[config.mk]
export PLATFORM = sky130hd
export DESIGN_NAME = uart_tx_fifo
export DESIGN_NICKNAME = d
export VERILOG_FILES = /design/src/rtl/uart_tx_fifo.sv
export SDC_FILE = /design/constraint.sdc
export NUM_CORES = 1
export LEC_CHECK = 0
export CORE_MARGIN = 2
export CORE_UTILIZATION = 47
export DETAILED_ROUTE_END_ITERATION = 6
export PLACE_DENSITY_LB_ADDON = 0.3
export SKIP_CTS_REPAIR_TIMING = 1
export SLEW_MARGIN = 30
export SYNTH_ARGS = -nofsm -noshare
export SYNTH_HDL_FRONTEND = slang
export SYNTH_SLANG_ARGS = --single-unit
[constraint.sdc]
create_clock -name clk -period 3.95 [get_ports clk]
set_clock_uncertainty 0.2 [all_clocks]
set_input_delay 0.79 -clock clk [delete_from_list [all_inputs] [get_ports clk]]
set_output_delay 0.79 -clock clk [all_outputs]
set_load 0.01 [all_outputs]
[src/rtl/uart_tx_fifo.sv]
// UART transmitter fed by a small word FIFO and paced by an oversampling tick.
// Data width, parity and stop-bit count are set by parameters.
`timescale 1ns/1ps
module uart_tx_fifo #(
  parameter int DATA_BITS   = 8,
  parameter int OVERSAMPLE  = 16,
  parameter int PARITY_MODE = 0,
  parameter int STOP_BITS   = 1,
  parameter int FIFO_DEPTH  = 4
) (
  input  logic                        clk,
  input  logic                        rst_n,
  input  logic                        s_tick,
  input  logic [DATA_BITS-1:0]        tx_data,
  input  logic                        tx_valid,
  output logic                        tx_ready,
  output logic                        tx,
  output logic                        transmit_active,
  output logic                        transmit_over,
  output logic [$clog2(FIFO_DEPTH):0] fifo_count
);
  localparam int PTR_W = $clog2(FIFO_DEPTH);
  localparam int CW    = PTR_W + 1;
  localparam int CNT_W = (OVERSAMPLE > 2) ? $clog2(OVERSAMPLE) : 1;
  localparam logic [CNT_W-1:0] CNT_LAST  = CNT_W'(OVERSAMPLE - 1);
  localparam logic [3:0]       DATA_LAST = 4'(DATA_BITS - 1);
  localparam logic [3:0]       STOP_LAST = 4'(STOP_BITS - 1);
  localparam logic [CW-1:0]    FULL      = CW'(FIFO_DEPTH);
  localparam logic             ODD       = (PARITY_MODE == 2);

  typedef enum logic [2:0] {S_IDLE, S_START, S_DATA, S_PARITY, S_STOP} state_t;

  state_t               state_q, state_d;
  logic [CNT_W-1:0]     cnt_q, cnt_d;
  logic [3:0]           idx_q, idx_d;
  logic [DATA_BITS-1:0] shift_q, shift_d;
  logic                 par_q, par_d;
  logic                 tx_q, tx_d;
  logic                 act_q, act_d;
  logic                 over_q, over_d;
  logic [PTR_W-1:0]     wr_ptr_q, wr_ptr_d, rd_ptr_q, rd_ptr_d;
  logic [CW-1:0]        count_q, count_d;
  logic [DATA_BITS-1:0] mem_q [FIFO_DEPTH];
  logic [DATA_BITS-1:0] head;
  logic                 push, pop;

  assign tx_ready        = (count_q != FULL);
  assign push            = tx_valid && tx_ready;
  assign head            = mem_q[rd_ptr_q];
  assign tx              = tx_q;
  assign transmit_active = act_q;
  assign transmit_over   = over_q;
  assign fifo_count      = count_q;

  always_comb begin
    state_d = state_q;
    cnt_d   = cnt_q;
    idx_d   = idx_q;
    shift_d = shift_q;
    par_d   = par_q;
    act_d   = act_q;
    over_d  = 1'b0;
    pop     = 1'b0;
    if (s_tick) begin
      if (state_q == S_IDLE) begin
        if (count_q != '0) begin
          pop     = 1'b1;
          shift_d = head;
          par_d   = (^head) ^ ODD;
          cnt_d   = '0;
          idx_d   = '0;
          act_d   = 1'b1;
          state_d = S_START;
        end
      end else begin
        cnt_d = cnt_q + 1'b1;
        if (cnt_q == CNT_LAST) begin
          cnt_d = '0;
          case (state_q)
            S_START: state_d = S_DATA;
            S_DATA: begin
              shift_d = shift_q >> 1;
              if (idx_q == DATA_LAST) begin
                idx_d   = '0;
                state_d = (PARITY_MODE != 0) ? S_PARITY : S_STOP;
              end else begin
                idx_d = idx_q + 1'b1;
              end
            end
            S_PARITY: state_d = S_STOP;
            S_STOP: begin
              if (idx_q == STOP_LAST) begin
                idx_d   = '0;
                state_d = S_IDLE;
                over_d  = 1'b1;
                // Stay active when a queued word will reload on the next tick.
                act_d   = (count_q != '0);
              end else begin
                idx_d = idx_q + 1'b1;
              end
            end
            default: state_d = S_IDLE;
          endcase
        end
      end
    end

    case (state_d)
      S_START:  tx_d = 1'b0;
      S_DATA:   tx_d = shift_d[0];
      S_PARITY: tx_d = par_d;
      default:  tx_d = 1'b1;
    endcase

    wr_ptr_d = wr_ptr_q + PTR_W'(push);
    rd_ptr_d = rd_ptr_q + PTR_W'(pop);
    count_d  = count_q + CW'(push) - CW'(pop);
  end

  always_ff @(posedge clk) begin
    if (!rst_n) begin
      state_q  <= S_IDLE;
      cnt_q    <= '0;
      idx_q    <= '0;
      tx_q     <= 1'b1;
      act_q    <= 1'b0;
      over_q   <= 1'b0;
      wr_ptr_q <= '0;
      rd_ptr_q <= '0;
      count_q  <= '0;
    end else begin
      state_q  <= state_d;
      cnt_q    <= cnt_d;
      idx_q    <= idx_d;
      tx_q     <= tx_d;
      act_q    <= act_d;
      over_q   <= over_d;
      wr_ptr_q <= wr_ptr_d;
      rd_ptr_q <= rd_ptr_d;
      count_q  <= count_d;
    end
  end

  // Datapath storage carries no reset; the control count guards its validity.
  always_ff @(posedge clk) begin
    shift_q <= shift_d;
    par_q   <= par_d;
    if (push) mem_q[wr_ptr_q] <= tx_data;
  end

endmodule

* Word-level counts from Yosys, hierarchy flattened
Memories as Yosys holds them, arrays and structs flattened. A register that Yosys moved wholly into a read port is not among the register bits.
Index checks and enable logic that the tools add are counted.
Widths: inputs -> output; s select.
** Word-level totals
- Latch bits :: 0
- Bits in writable memories :: 32
- Flip-flop bits (word level) :: 30
- Logic and storage cells :: 85
- ROM bits :: 0
- Memories kept :: 1
** Memory list
- mem_q :: words 4, bits a word 8, read ports 1, clocked after memory_dff 1, wr ports 1, RTL line 43 : logic [DATA_BITS-1:0] mem_q [FIFO_DEPTH];
** Operators by class
- Reductions and logical operators :: 15
- Shift operators :: 0
- Add/subtract/negate cells :: 6
- Multipliers :: 0
- Magnitude comparators :: 0
- Equal/unequal tests :: 11
- Div/mod/pow operators :: 0
- Bitwise operators :: 4
- Multiplexer cells :: 36
** Operators by type and width (count)
- $mux 8 :: 4
- $mux 4 :: 7
- $mux 3 :: 6
- $mux 1 :: 15
- $eq 3x2->1 const B :: 4
- $pmux 3 s4 :: 1
- $add 4x1->4 const B :: 2
- $pmux 4 s2 :: 1
- $reduce_and 4->1 :: 2
- $reduce_bool 2->1 :: 4
- $reduce_xor 8->1 :: 1
- $eq 3x1->1 const B :: 2
- $reduce_bool 3->1 :: 2
- $reduce_and 5->1 :: 1
- $reduce_or 5->1 :: 1
- $add 2x1->2 :: 2
- $eq 4x3->1 const B :: 1
- $eq 4x4->1 const B :: 1
- $logic_not 4->1 :: 1
- $not 1->1 :: 4
- $add 3x1->3 :: 1
- $eq 3x3->1 const B :: 1
- $logic_not 3->1 :: 1
- $ne 3x3->1 const B :: 1
- 6 further kinds :: 6

* Longest topological paths before layout
- Depth after elaboration :: 8
- Mapped depth :: 11

* Least setup slack after synthesis
No wires, ideal clock.
- Path kind :: register -> register
- From :: register count_q[1] (netlist: fifo_count[1])
- To :: register count_q[2] (netlist: fifo_count[2])
- Clock period less this slack :: 2677 ps
- Slack :: 1273 ps
- Cell stages (with the launch flop) :: 12
- Setup time :: 115 ps
- Data required time :: 3635 ps
- Arrival time :: 2362 ps
- Path buffers :: 1
- Cells stage by stage :: dfxtp_1 or3_1 buf_2 and3_1 ha_1 inv_1 ha_1 inv_1 fa_1 xnor2_1 xnor2_1 and2_1
** Between the ends
- Word-level cells in the longest chain between the ends :: 5
** RTL lines
- start: declaration :: RTL line 42 : logic [CW-1:0] count_q, count_d;
- start signal: assignment :: RTL line 140 : count_q <= count_d;
- parallel branches: the longest is 4 deep, another holds $add 3x1->3
- $sub 3x1->3 (*) :: RTL line 117 : count_d = count_q + CW'(push) - CW'(pop);
Mark *: on every way between the ends.
A chain may end at the register's enable or synchronous reset.

* Final worst setup path
Same ends and word-level chain as after synthesis.

==> impl_metrics.ini <==
[run_status]
outcome = finished, final reports clean

[yosys]
synth_top_area_cell = edfxtp_1
synth.net_count = 230
synth_warnings = 0
syn_area_um2 = 2810
synth_area_leaders = edfxtp_1 42%, dfxtp_1 16%, mux4_2 6.4%
netlist_instances = 210
synthArstFlopShare_pct = 0
synth_top_cell_area_share_pct = 41.7
synth_edf_count = 39
syn_avg_cell_area_um2 = 13.4
synth-main-ff-cell = edfxtp_1
synth.most_common_cell = edfxtp_1
yosys_register_bits = 62
seq_area_frac_synth_pct = 58.1
yosysUniqueCellTypes = 51
netlist_top_cells_count = 39 x edfxtp_1, 23 x dfxtp_1, 10 x nor2b_1

[timing]
tightest_slew_ns = 0.672
finalHoldViolations = 0
max_slew_margin_pct = 54.8
finalSetupTns_ns = 0
max_freq_mhz = 360
min_period_over_period_pct = 70.4
rsz0062_at_grt = no
drv_slew = 0
setup_viol = 0
final.min_clock_period_ns = 2.78

[pwr]
vdd_drop_max_mv = 0.333
power_density_nw_per_um2 = 638
swShare_pct = 30.8
p_total_mw = 2.08
p_seq_share_pct = 43.0
power.leakage_nw = 1.12
p_switching_uw = 640
pwr-share-clk_pct = 26.6
pwr-share-comb_pct = 30.5
internal_power_mw = 1.44

[floorplan]
std_cell_rows = 28
die_h_um = 81.3
io_pins = 19
die-area_um2 = 6610
core_um2 = 5850
start_util_pct = 48.0
die_w_um = 81.3

[placed_design]
place_hpwl_mm = 3.21
port_buffers = 18
dpl-instance-area_um2 = 3060
gp_congestion = 0.740

[cells_and_area]
syn2layout_area_growth_pct = 16.0
utilization_pct = 55.7
n_antenna_cell = 0
stdcell_area_um2 = 3260
drive_above_1_share_pct = 15.5
nets = 253

[worst_setup_path]
r2r_cells = 10
r2r_end = fifo_count[2]
cp_max_fo = 7
rr_startpoint = fifo_count[1]
cp-start-kind = register
r2r_slack_ns = 1.17
path_class = reg -> reg
cp-end-kind = register
cp_data_required_time_ns = 3.98
crit_arrival_ns = 2.81

[clock_tree]
cts_tree = yes
cts.sinks = 62
cts_max_level = 3
clockRootBuffer = clkbuf_8
clock_latency_ns = 0.34
numCtsBuffers = 9
path_clk_slew_ns = 0.07
clk_path_buf_depth = 2

[detailed_routing]
drt_pass1_iterations = 4
drt-initial-drc-count = 82
drc = 0
finalWirelength_mm = 4.65
vias = 1707
wl_per_cell_um = 14.9
vias_per_cell = 5.45
detail-route-antenna-nets = 0

[global_routing]
grt_pass1_wl_mm = 7.76
grt_overflow_total = 0
grt_pass1_vias = 1652
grt_usage_pct = 16.1
grt_max_degree = 22
antenna_found_initial = 0

[worst_hold_path]
hp-start = par_q
hold_end = par_q
hp-class = reg -> reg
min_path_cells = 2

[job]
drv_cap = 0
[worst max-delay path by stage]
| stage | from | to | slack (ns) | depth (start not counted) |
|---|---|---|---|---|
| 2_1_floorplan | fifo_count[1] | fifo_count[2] | 1.27 | 11 |
| 3_3_place_gp | s_tick | fifo_count[2] | 0.84 | 10 |
| 3_5_place_dp | s_tick | fifo_count[2] | 0.83 | 10 |
| 4_1_cts | fifo_count[1] | fifo_count[2] | 1.15 | 10 |
| 5_1_grt | fifo_count[1] | fifo_count[2] | 1.00 | 10 |
| 6_report | fifo_count[1] | fifo_count[2] | 1.17 | 10 |
[flip-flops by register name, indices dropped and copies added (netlist names)]
signal	cells
wr_ptr_q	2
idx_q	4
cnt_q	4
mem_q	32
transmit_over	1
state_q	3
rd_ptr_q	2
par_q	1
fifo_count	3
transmit_active	1
shift_q	8
tx	1
[power groups by stage]
stage,clock [mW],sequential [mW],combinational [mW]
CTS,0.565,0.895,0.643
finish,0.552,0.892,0.633
global placement,0,0.907,0.632
global route,0.593,0.908,0.707
detailed placement,0,0.909,0.638
floorplan,0,0.876,0.528
[cell type report]
cell class                 count  area (µm²)
tap                           75        93.8
timing repair buffer          23         218
sequential                    62        1630
clock buffer                   9         124
inverter                       7        26.3
clock inverter                 7        75.1
fill                         474        2590
multi-input combinational    130        1090
[layout by cell type (no fill, tap or decap), types with 4 or more instances in the layout]
master / Yosys / routed
nand4_1: 5 / 5
nor2_1: 9 / 9
nor2b_1: 10 / 10
mux4_2: 8 / 8
ha_1: 7 / 7
a22oi_1: 4 / 4
a22o_1: 7 / 7
clkbuf_8: 0 / 9
a21oi_1: 4 / 4
inv_1: 7 / 7
xnor2_1: 9 / 9
o21ai_0: 6 / 6
nand2_1: 5 / 5
buf_4: 2 / 5
and2_1: 9 / 9
edfxtp_1: 39 / 39
clkdlybuf4s50_1: 0 / 18
dfxtp_1: 23 / 23
[through the flow]
stage	setup WS, ns	hold slack, ns	instances
final	1.17	0.299	313
after detailed placement	0.833	0.289	297
after global placement	0.841	0.283	297
after floorplan	1.27	0.260	210
after global routing	1.00	0.325	313
after CTS	1.15	0.299	313
[cells by family after synthesis]
group	after synthesis	share of synthesized area [%]
AO/OA/AOI/OAI	39	10.8
XOR/XNOR	11	3.43
adder cells (fa/ha/maj)	8	3.83
buffers and inverters	18	3.12
flip-flops	62	58.1
multiplexers	9	6.77
AND/OR/NAND/NOR	63	13.9
[per-layer routing]
metal	vias to the layer above	part of all wire, %	global-route usage [%]
li1	847	-	-
met3	7	4.6	6.00
met4	0	1.7	6.61
met5	-	0	0
met1	822	46	19.9
met2	31	48	25.5
[worst max-delay path, cell delays in order, from the launching register on]
cell and delay [ns]:
dfxtp_1 0.38, or3_1 0.48, and3_1 0.30, ha_1 0.31, inv_1 0.05, ha_1 0.12, inv_1 0.04, fa_1 0.37
xnor2_1 0.14, xnor2_1 0.12, and2_1 0.15
(Power assumes the default switching activity.)
